`config.mk`:
```
export PLATFORM = sky130hd
export DESIGN_NAME = hopfield_seq_core
export DESIGN_NICKNAME = d
export VERILOG_FILES = /design/src/rtl/hopfield_seq_core.sv
export SDC_FILE = /design/constraint.sdc
export NUM_CORES = 1
export LEC_CHECK = 0
export ABC_CLOCK_PERIOD_IN_PS = 5000
export CAP_MARGIN = 20
export CORE_MARGIN = 4
export CORE_UTILIZATION = 30
export DETAILED_ROUTE_END_ITERATION = 7
export PLACE_DENSITY_LB_ADDON = 0.3
export SYNTH_ARGS = -nofsm -noshare
export SYNTH_HDL_FRONTEND = slang
export SYNTH_SLANG_ARGS = --single-unit
```
`constraint.sdc`:
```
create_clock -name clk -period 5 [get_ports clk]
set_input_delay 1 -clock clk [delete_from_list [all_inputs] [get_ports clk]]
set_output_delay 1 -clock clk [all_outputs]
set_load 0.02 [all_outputs]
```
`src/rtl/hopfield_seq_core.sv`:
```
// Hopfield associative memory: Hebbian learning into a saturating weight matrix
// and sequential recall, one neuron at a time, until stable or out of sweeps.
module hopfield_seq_core #(
   parameter int N          = 8,
   parameter int W          = 8,
   parameter int MAX_SWEEPS = 16,
   localparam int IW = $clog2(N),
   localparam int SW = $clog2(MAX_SWEEPS + 1),
   localparam int AW = W + $clog2(N) + 1
) (
   input  logic                clk,
   input  logic                reset_n,
   input  logic                start,
   input  logic                mode,
   input  logic                clear_weights,
   input  logic [N-1:0]        pattern_in,
   input  logic [IW-1:0]       rd_row,
   input  logic [IW-1:0]       rd_col,
   output logic signed [W-1:0] rd_weight,
   output logic                busy,
   output logic                done,
   output logic                converged,
   output logic [SW-1:0]       sweeps,
   output logic [N-1:0]        state_out
);

   typedef enum logic [2:0] {IDLE, LEARN, LOAD, ACC, UPD, DONE} state_e;

   localparam logic signed [W-1:0] WMAX = {1'b0, {(W-1){1'b1}}};
   localparam logic signed [W-1:0] WMIN = -WMAX;

   state_e               state_q;
   logic signed [W-1:0]  weight_q [N][N];
   logic [N-1:0]         pattern_q;
   logic [N-1:0]         neuronState_q;
   logic [N-1:0]         updState_d;
   logic [IW-1:0]        row_q;
   logic [IW-1:0]        col_q;
   logic signed [AW-1:0] accum_q;
   logic signed [AW-1:0] accum_d;
   logic signed [AW-1:0] term_d;
   logic signed [AW-1:0] weightExt_d;
   logic                 change_q;
   logic                 changeNow_d;
   logic                 converged_q;
   logic                 busy_q;
   logic                 done_q;
   logic [SW-1:0]        sweeps_q;
   logic [SW-1:0]        sweepsNext_d;

   // Symmetric clamp keeps the most negative code out so negation never overflows.
   function automatic logic signed [W-1:0] satStep(input logic signed [W-1:0] w,
                                                   input logic up);
      if (up)
         return (w == WMAX) ? w : w + W'(1);
      return (w == WMIN) ? w : w - W'(1);
   endfunction

   // Row r is trained in learn cycle r; the diagonal is never written.
   always_ff @(posedge clk or negedge reset_n) begin
      if (!reset_n) begin
         for (int i = 0; i < N; i++)
            for (int j = 0; j < N; j++)
               weight_q[i][j] <= '0;
      end else if (state_q == IDLE && clear_weights) begin
         for (int i = 0; i < N; i++)
            for (int j = 0; j < N; j++)
               weight_q[i][j] <= '0;
      end else if (state_q == LEARN) begin
         for (int j = 0; j < N; j++)
            if (IW'(j) != row_q)
               weight_q[row_q][j] <= satStep(weight_q[row_q][j],
                                             pattern_q[row_q] == pattern_q[j]);
      end
   end

   always_comb begin
      weightExt_d = AW'(weight_q[row_q][col_q]);
      term_d      = '0;
      if (col_q != row_q)
         term_d = neuronState_q[col_q] ? weightExt_d : -weightExt_d;
      accum_d = term_d;
      if (col_q != '0)
         accum_d = accum_q + term_d;

      // A zero field leaves the neuron where it was.
      updState_d = neuronState_q;
      if (accum_q[AW-1])
         updState_d[row_q] = 1'b0;
      else if (accum_q != '0)
         updState_d[row_q] = 1'b1;
      changeNow_d  = change_q | (updState_d != neuronState_q);
      sweepsNext_d = sweeps_q + SW'(1);
   end

   always_ff @(posedge clk or negedge reset_n) begin
      if (!reset_n) begin
         state_q       <= IDLE;
         pattern_q     <= '0;
         neuronState_q <= '0;
         row_q         <= '0;
         col_q         <= '0;
         accum_q       <= '0;
         change_q      <= 1'b0;
         converged_q   <= 1'b0;
         sweeps_q      <= '0;
         busy_q        <= 1'b0;
         done_q        <= 1'b0;
      end else begin
         done_q <= 1'b0;
         case (state_q)
            IDLE: begin
               if (start && !clear_weights) begin
                  pattern_q <= pattern_in;
                  row_q     <= '0;
                  col_q     <= '0;
                  busy_q    <= 1'b1;
                  state_q   <= mode ? LOAD : LEARN;
               end
            end
            LEARN: begin
               if (row_q == IW'(N - 1)) begin
                  state_q <= DONE;
                  done_q  <= 1'b1;
               end else begin
                  row_q <= row_q + IW'(1);
               end
            end
            LOAD: begin
               neuronState_q <= pattern_q;
               sweeps_q      <= '0;
               converged_q   <= 1'b0;
               change_q      <= 1'b0;
               row_q         <= '0;
               col_q         <= '0;
               state_q       <= ACC;
            end
            ACC: begin
               accum_q <= accum_d;
               if (col_q == IW'(N - 1)) begin
                  col_q   <= '0;
                  state_q <= UPD;
               end else begin
                  col_q <= col_q + IW'(1);
               end
            end
            UPD: begin
               neuronState_q <= updState_d;
               if (row_q == IW'(N - 1)) begin
                  sweeps_q <= sweepsNext_d;
                  row_q    <= '0;
                  change_q <= 1'b0;
                  if (!changeNow_d) begin
                     converged_q <= 1'b1;
                     done_q      <= 1'b1;
                     state_q     <= DONE;
                  end else if (sweepsNext_d == SW'(MAX_SWEEPS)) begin
                     converged_q <= 1'b0;
                     done_q      <= 1'b1;
                     state_q     <= DONE;
                  end else begin
                     state_q <= ACC;
                  end
               end else begin
                  row_q    <= row_q + IW'(1);
                  change_q <= changeNow_d;
                  state_q  <= ACC;
               end
            end
            DONE: begin
               busy_q  <= 1'b0;
               state_q <= IDLE;
            end
            default: state_q <= IDLE;
         endcase
      end
   end

   assign rd_weight = weight_q[rd_row][rd_col];
   assign busy      = busy_q;
   assign done      = done_q;
   assign converged = converged_q;
   assign sweeps    = sweeps_q;
   assign state_out = neuronState_q;

endmodule

```
Word level (Yosys, flattened, before mapping) --
Index checks and enable logic that the tools add are counted.
Storage, ports and cells: flip-flop bits (word level) 558, logic and storage cells 369, input port bits 19, output and inout bits 24
Cells by class: add/subtract/negate cells 21, bitwise operators 8, magnitude comparators 8, eq/ne operators 47, reductions and logical operators 21, mux-type cells 189
Operators by type and width (number):
- two-way mux 512 bit | 24
- bitwise mux 512 bit | 8
- demux 64 bit (select 3 bit) | 8
- two-way mux 8 bit | 63
- binary-select mux 64 bit (select 3 bit) | 2
- two-way mux 64 bit | 5
- equality test 8 bit, second input constant | 16
- adder 8 x 2 -> 8 bit, second input constant | 8
- subtractor 8 x 2 -> 8 bit, second input constant | 8
- two-way mux 56 bit | 1
- binary-select mux 8 bit (select 3 bit) | 2
- two-way mux 48 bit | 1
- two-way mux 1 bit | 44
- two-way mux 40 bit | 1
- two-way mux 12 bit | 3
- two-way mux 32 bit | 1
- two-way mux 3 bit | 10
- two-way mux 24 bit | 1
- greater-or-equal comparator 4 bit, second input constant | 4
- two-way mux 16 bit | 1
- inverter 3 -> 4 bit | 4
- one-hot mux 8 bit (2 select lines) | 1
- one-hot mux 3 bit (5 select lines) | 1
- adder 12 bit | 1
- 40 further kinds | 76

Depth between registers and ports, before layout --
word-level depth 43, depth in mapped cells 26, gate-level depth less buffers 21

Worst setup path after synthesis --
OpenSTA, ideal clock, no wires.
kind register -> register, start point register row_q[2], end point register accum_q[11], arrival 4839 ps, library setup time 131 ps, data required time 4869 ps, stages on the path, launching flop included 25, clock period less this slack 4970 ps, path buffers 4, path slack 30 ps, cell sequence dfrtp_1 buf_4 buf_6 buf_4 buf_4 mux2i_1 a22oi_1 o221ai_1 mux4_2 mux2i_1 inv_1 ha_1 nor2_1 a211oi_1 ha_1 a21o_1 a21oi_1 o21ai_0 a21oi_1 o21ai_0 a31o_2 a31oi_1 or4_1 a2bb2oi_1 nand4_1
Between the ends: cells in the longest elaborated chain, start to end 12, elaborated cells on any way between the ends 13, those cells by class add/sub (2); eq/ne (1); mux (9); bitwise (1)
Ends and longest elaborated chain:
- start: declaration | line 37 | logic [IW-1:0] row_q;
- start signal: assignment | line 126 | row_q <= row_q + IW'(1);
- start signal: assignment | line 165 | row_q <= row_q + IW'(1);
- inverter 3 -> 4 bit (not written as such) | line 78 | weightExt_d = AW'(weight_q[row_q][col_q]);
- binary-select mux 64 bit (select 3 bit) | line 78
- two-way mux 64 bit (not written as such) (2 in a row) | line 78
- binary-select mux 8 bit (select 3 bit) | line 78
- two-way mux 8 bit (not written as such) (2 in a row) | line 78
- negation 8 -> 12 bit | line 81 | term_d = neuronState_q[col_q] ? weightExt_d : -weightExt_d;
- two-way mux 12 bit | line 81
- two-way mux 12 bit * | line 80 | if (col_q != row_q)
- adder 12 bit | line 84 | accum_d = accum_q + term_d;
- two-way mux 12 bit * | line 83 | if (col_q != '0)
- end signal: assignment | line 139 | accum_q <= accum_d;
- end: declaration | line 39 | logic signed [AW-1:0] accum_q;
Every way passes the cells marked *; elsewhere a longest branch is shown, timed or not. The select of a mux whose other input is x is not followed. A chain may end at the register's enable or synchronous reset.

Worst setup path in the final report --
start point register row_q[2], end point register accum_q[10]
The elaborated chain is that of the path after synthesis.

==> impl_metrics.env <==
export IMPL_crit_buf_inv=4
export IMPL_drt_iter0_drc=3259
export IMPL_drive_above_1_share_pct=22.82
export IMPL_end_kind="flop"
export IMPL_ys_seq_area_share_pct=40.91
export IMPL_drv_slew=0
export IMPL_grt_pass1_vias=28220
export IMPL_max_cap_violations=0
export IMPL_synth_area_sq_mm=0.03413
export IMPL_drcViolationCount=0
export IMPL_rows=123
export IMPL_rsz0062_at_grt="true"
export IMPL_crit_path_top_delay_cell="dfrtp_4"
export IMPL_cp_required_ps=5470
export IMPL_core_sq_mm=0.1127
export IMPL_synth_edff_count=0
export IMPL_ios=43
export IMPL_clockRootBuffer="clkbuf_16"
export IMPL_powerDensity_mw_per_mm2=807.5
export IMPL_ys_flop_type="dfrtp_1"
export IMPL_synth_cells=3327
export IMPL_die_w_um=345.3
export IMPL_grt_pass1_wl_um=193100
export IMPL_switching_power_uw=15800
export IMPL_cts_buffers=68
export IMPL_die_area_sq_mm=0.1192
export IMPL_p_clk_share_pct=15.6
export IMPL_vias_per_cell=5.843
export IMPL_routed_wl_um=129600
export IMPL_p_int_uw=16920
export IMPL_antenna_found_initial=5
export IMPL_cts_buffer_depth=3
export IMPL_finalSetupTns_ps=0
export IMPL_gp_congestion=0.9208
export IMPL_initial_core_util_pct=30.30
export IMPL_dr_pass1_iters=5
export IMPL_path_cells="buf_12 > buf_4 > buf_4 > mux2_2 > o221ai_1 > mux4_2 > mux2i_2 > inv_1 > ha_4 > nor2_2 > xnor2_1 > nor2_1 > ha_1 > nor2b_4 > o21ai_4 > a21boi_4 > o21ai_2 > a21boi_2 > o21ai_2 > a21oi_2 > or3_1 > a31oi_1 > o21ai_1"
export IMPL_ys_types=98
export IMPL_finalHoldViolCount=0
export IMPL_leakagePower_uw=0.01640
export IMPL_cts_htree_levels=3
export IMPL_crit_type="reg -> reg"
export IMPL_max_slew_margin_pct=24.14
export IMPL_setup_viol=0
export IMPL_arrival_ps=5370
export IMPL_holdCritPathClass="in -> async"
export IMPL_vias=29450
export IMPL_max_freq_ghz=0.2039
export IMPL_crit_path_max_incr_delay_ps=570
export IMPL_final_util_pct=35.97
export IMPL_syn_nets=3394
export IMPL_clk_latency_ps=650
export IMPL_path_delay_family="compound AO/OA/AOI/OAI gates"
export IMPL_worstMarginPinSlew_ps=1138
export IMPL_final_nets=3552
export IMPL_dpl_hpwl_um=90100
export IMPL_fillCellCount=11280
export IMPL_grt_start_max_net_pins=113
export IMPL_antenna_left=0
export IMPL_grt_usage_pct=21.10
export IMPL_pwr_share_comb_pct=61.1
export IMPL_die_y_um=345.3
export IMPL_synth_avg_cell_area_sq_um=10.26
export IMPL_clk_pin_slew_ps=60
export IMPL_port_buffers=42
export IMPL_switching_share_pct=48.28
export IMPL_cp_start_kind="flop"
export IMPL_ir_drop_mv=0.4761
export IMPL_cts_sinks=558
export IMPL_fin_crit_ps=4904
export IMPL_finalCritPeriodShare_pct=98.07
export IMPL_ys_warnings_count=0
export IMPL_seqPwrFrac_pct=23.3
export IMPL_grt_overflow=0
export IMPL_async_flop_share_pct=100.0
export IMPL_ys_seq_elements=558
export IMPL_tritoncts="done"
export IMPL_status="finished clean"
export IMPL_wl_per_cell_um=25.72
export IMPL_areaGrowthSynthToFinish_pct=18.71
export IMPL_crit_path_max_fanout=6
export IMPL_fin_skew_ps=31.80
## metal layers
| layer | vias to the layer above | GRT usage (%) | share of wire, % |
|---|---|---|---|
| met2 | 1394 | 31.79 | 44 |
| met4 | 4 | 7.920 | 4.2 |
| li1 | 12828 | - | - |
| met1 | 14931 | 29.42 | 42 |
| met5 | - | 0 | 0.022 |
| met3 | 293 | 5.160 | 9.4 |
## placed cells by master, fill, tap and decap left out, types with 12 or more instances in the layout
cell type	n
nand4_1	12
and2_1	17
a211oi_1	32
nand2_1	400
a21oi_2	12
clkbuf_16	71
buf_12	31
a21oi_1	74
or3_1	12
o21ai_1	41
nor2b_1	16
clkbuf_1	12
o21ai_0	515
nand2b_1	22
mux2i_1	98
and3_1	20
clkinv_2	16
nor2_1	142
mux4_2	247
a221o_1	17
o22ai_1	16
clkdlybuf4s50_1	37
a22oi_1	32
dfrtp_1	555
a31oi_1	21
inv_1	57
nand3_1	301
mux2_2	45
ha_1	44
nor3_1	36
buf_4	235
o21a_1	16
xnor2_1	25
## power groups by stage
stage	registers (uW)	clock network (uW)	logic, uW
floorplan	6980	0	11800
global route	7780	5360	21600
global placement	7590	0	18500
CTS	7540	5170	18700
finish	7630	5090	20000
detailed placement	7600	0	18600
## stage by stage
| stage | cells | power, uW | hold slack [ps] | setup slack [ps] | cell area [sq um] |
|---|---|---|---|---|---|
| 2_1_floorplan | 3327 | 18770 | 449.2 | 29.88 | 34130 |
| 3_3_place_gp | 4893 | 26040 | 461.3 | -213.9 | 37700 |
| 3_5_place_dp | 4893 | 26170 | 475.0 | -273.6 | 37700 |
| 4_1_cts | 5014 | 31420 | 466.2 | 2.807 | 39980 |
| 5_1_grt | 5036 | 34760 | 464.5 | -170.2 | 40510 |
| 6_report | 5040 | 32720 | 432.6 | 96.32 | 40520 |
## sequential cells by signal (all words and copies together), names as in the netlist
name       flops
change_q       1
converged      1
done           1
col_q          3
busy           1
row_q          3
accum_q       12
weight_q     512
state_q        3
pattern_q      8
sweeps         5
state_out      8
## kinds of logic (layout without fill, tap and decap cells)
family                   count (synthesis)  count (layout)  synth area share (%)
multiplexers                           409             409                 21.58
buffers and inverters                  298             507                 4.021
adder cells (fa/ha/maj)                 48              48                 1.782
AO/OA/AOI/OAI                          921             921                 16.20
AND/OR/NAND/NOR                       1053            1053                 14.40
flip-flops                             558             558                 40.91
other                                    0               4                     0
XOR/XNOR                                40              40                 1.114
## final timing paths
path / to / cells past startpoint / slack [ps] / start
min reg2reg: change_q / 2 / 490 / change_q
max: accum_q[10] / 23 / 100 / row_q[2]
min in group clk: change_q / 2 / 490 / change_q
max reg2reg: accum_q[10] / 23 / 100 / row_q[2]
min: weight_q[510] / 1 / 430 / reset_n
max in group asynchronous: state_q[0] / 3 / 3390 / reset_n
## area by class of cell
type	count	area, sq um	share of cell area, %
clock inverter	30	361.6	0.8924
antenna	4	10.01	0.02470
clock buffer	91	1898	4.684
inverter	66	249.0	0.6145
multi-input combinational	2471	19120	47.18
sequential	558	13970	34.48
timing repair buffer	320	3035	7.491
tap	1500	1877	4.632
## repair_timing
action	4_1_cts	5_1_grt
cloned	0	3
endpoints found under the setup margin	4	5
gates resized for setup	8	62
endpoints found under the hold margin	0	0
hold buffers	0	0
setup buffers	0	18
pin swaps	2	38
## synth_stat cells, types with 7 or more instances
library cell,n,area (sq um)
a21oi_1,83,415.4
a211oi_1,35,262.8
clkbuf_1,152,570.6
mux2_2,45,506.7
a22oi_1,33,247.7
o22ai_1,17,106.4
mux2i_4,7,157.7
o221ai_1,11,96.34
nand3_1,302,1511
nor2b_1,18,112.6
dfrtp_1,558,13960
buf_6,14,157.7
o211ai_1,11,82.58
o2bb2ai_1,11,96.34
a31oi_1,22,137.6
xor2_1,10,87.58
o32ai_1,7,61.31
and3_1,20,125.1
inv_1,58,217.7
nor2_1,149,559.3
nand2b_1,23,143.9
o21a_1,16,120.1
a221o_1,17,170.2
or2_2,10,62.56
mux2i_2,10,137.6
mux2i_1,100,1001
o21ai_0,523,2618
nor3_1,37,185.2
nor3b_1,9,67.56
mux4_2,247,5563
xnor2_1,26,227.7
nand2_1,401,1505
and2_1,19,118.9
a22o_1,11,96.34
nand4_1,12,75.07
buf_1,25,93.84
buf_2,18,90.09
o21ai_1,37,185.2
buf_4,19,142.6
a21o_1,10,75.07
a221oi_1,10,87.58
ha_1,47,588.1
or3_1,12,75.07
Power figures use the tool's default switching activity.
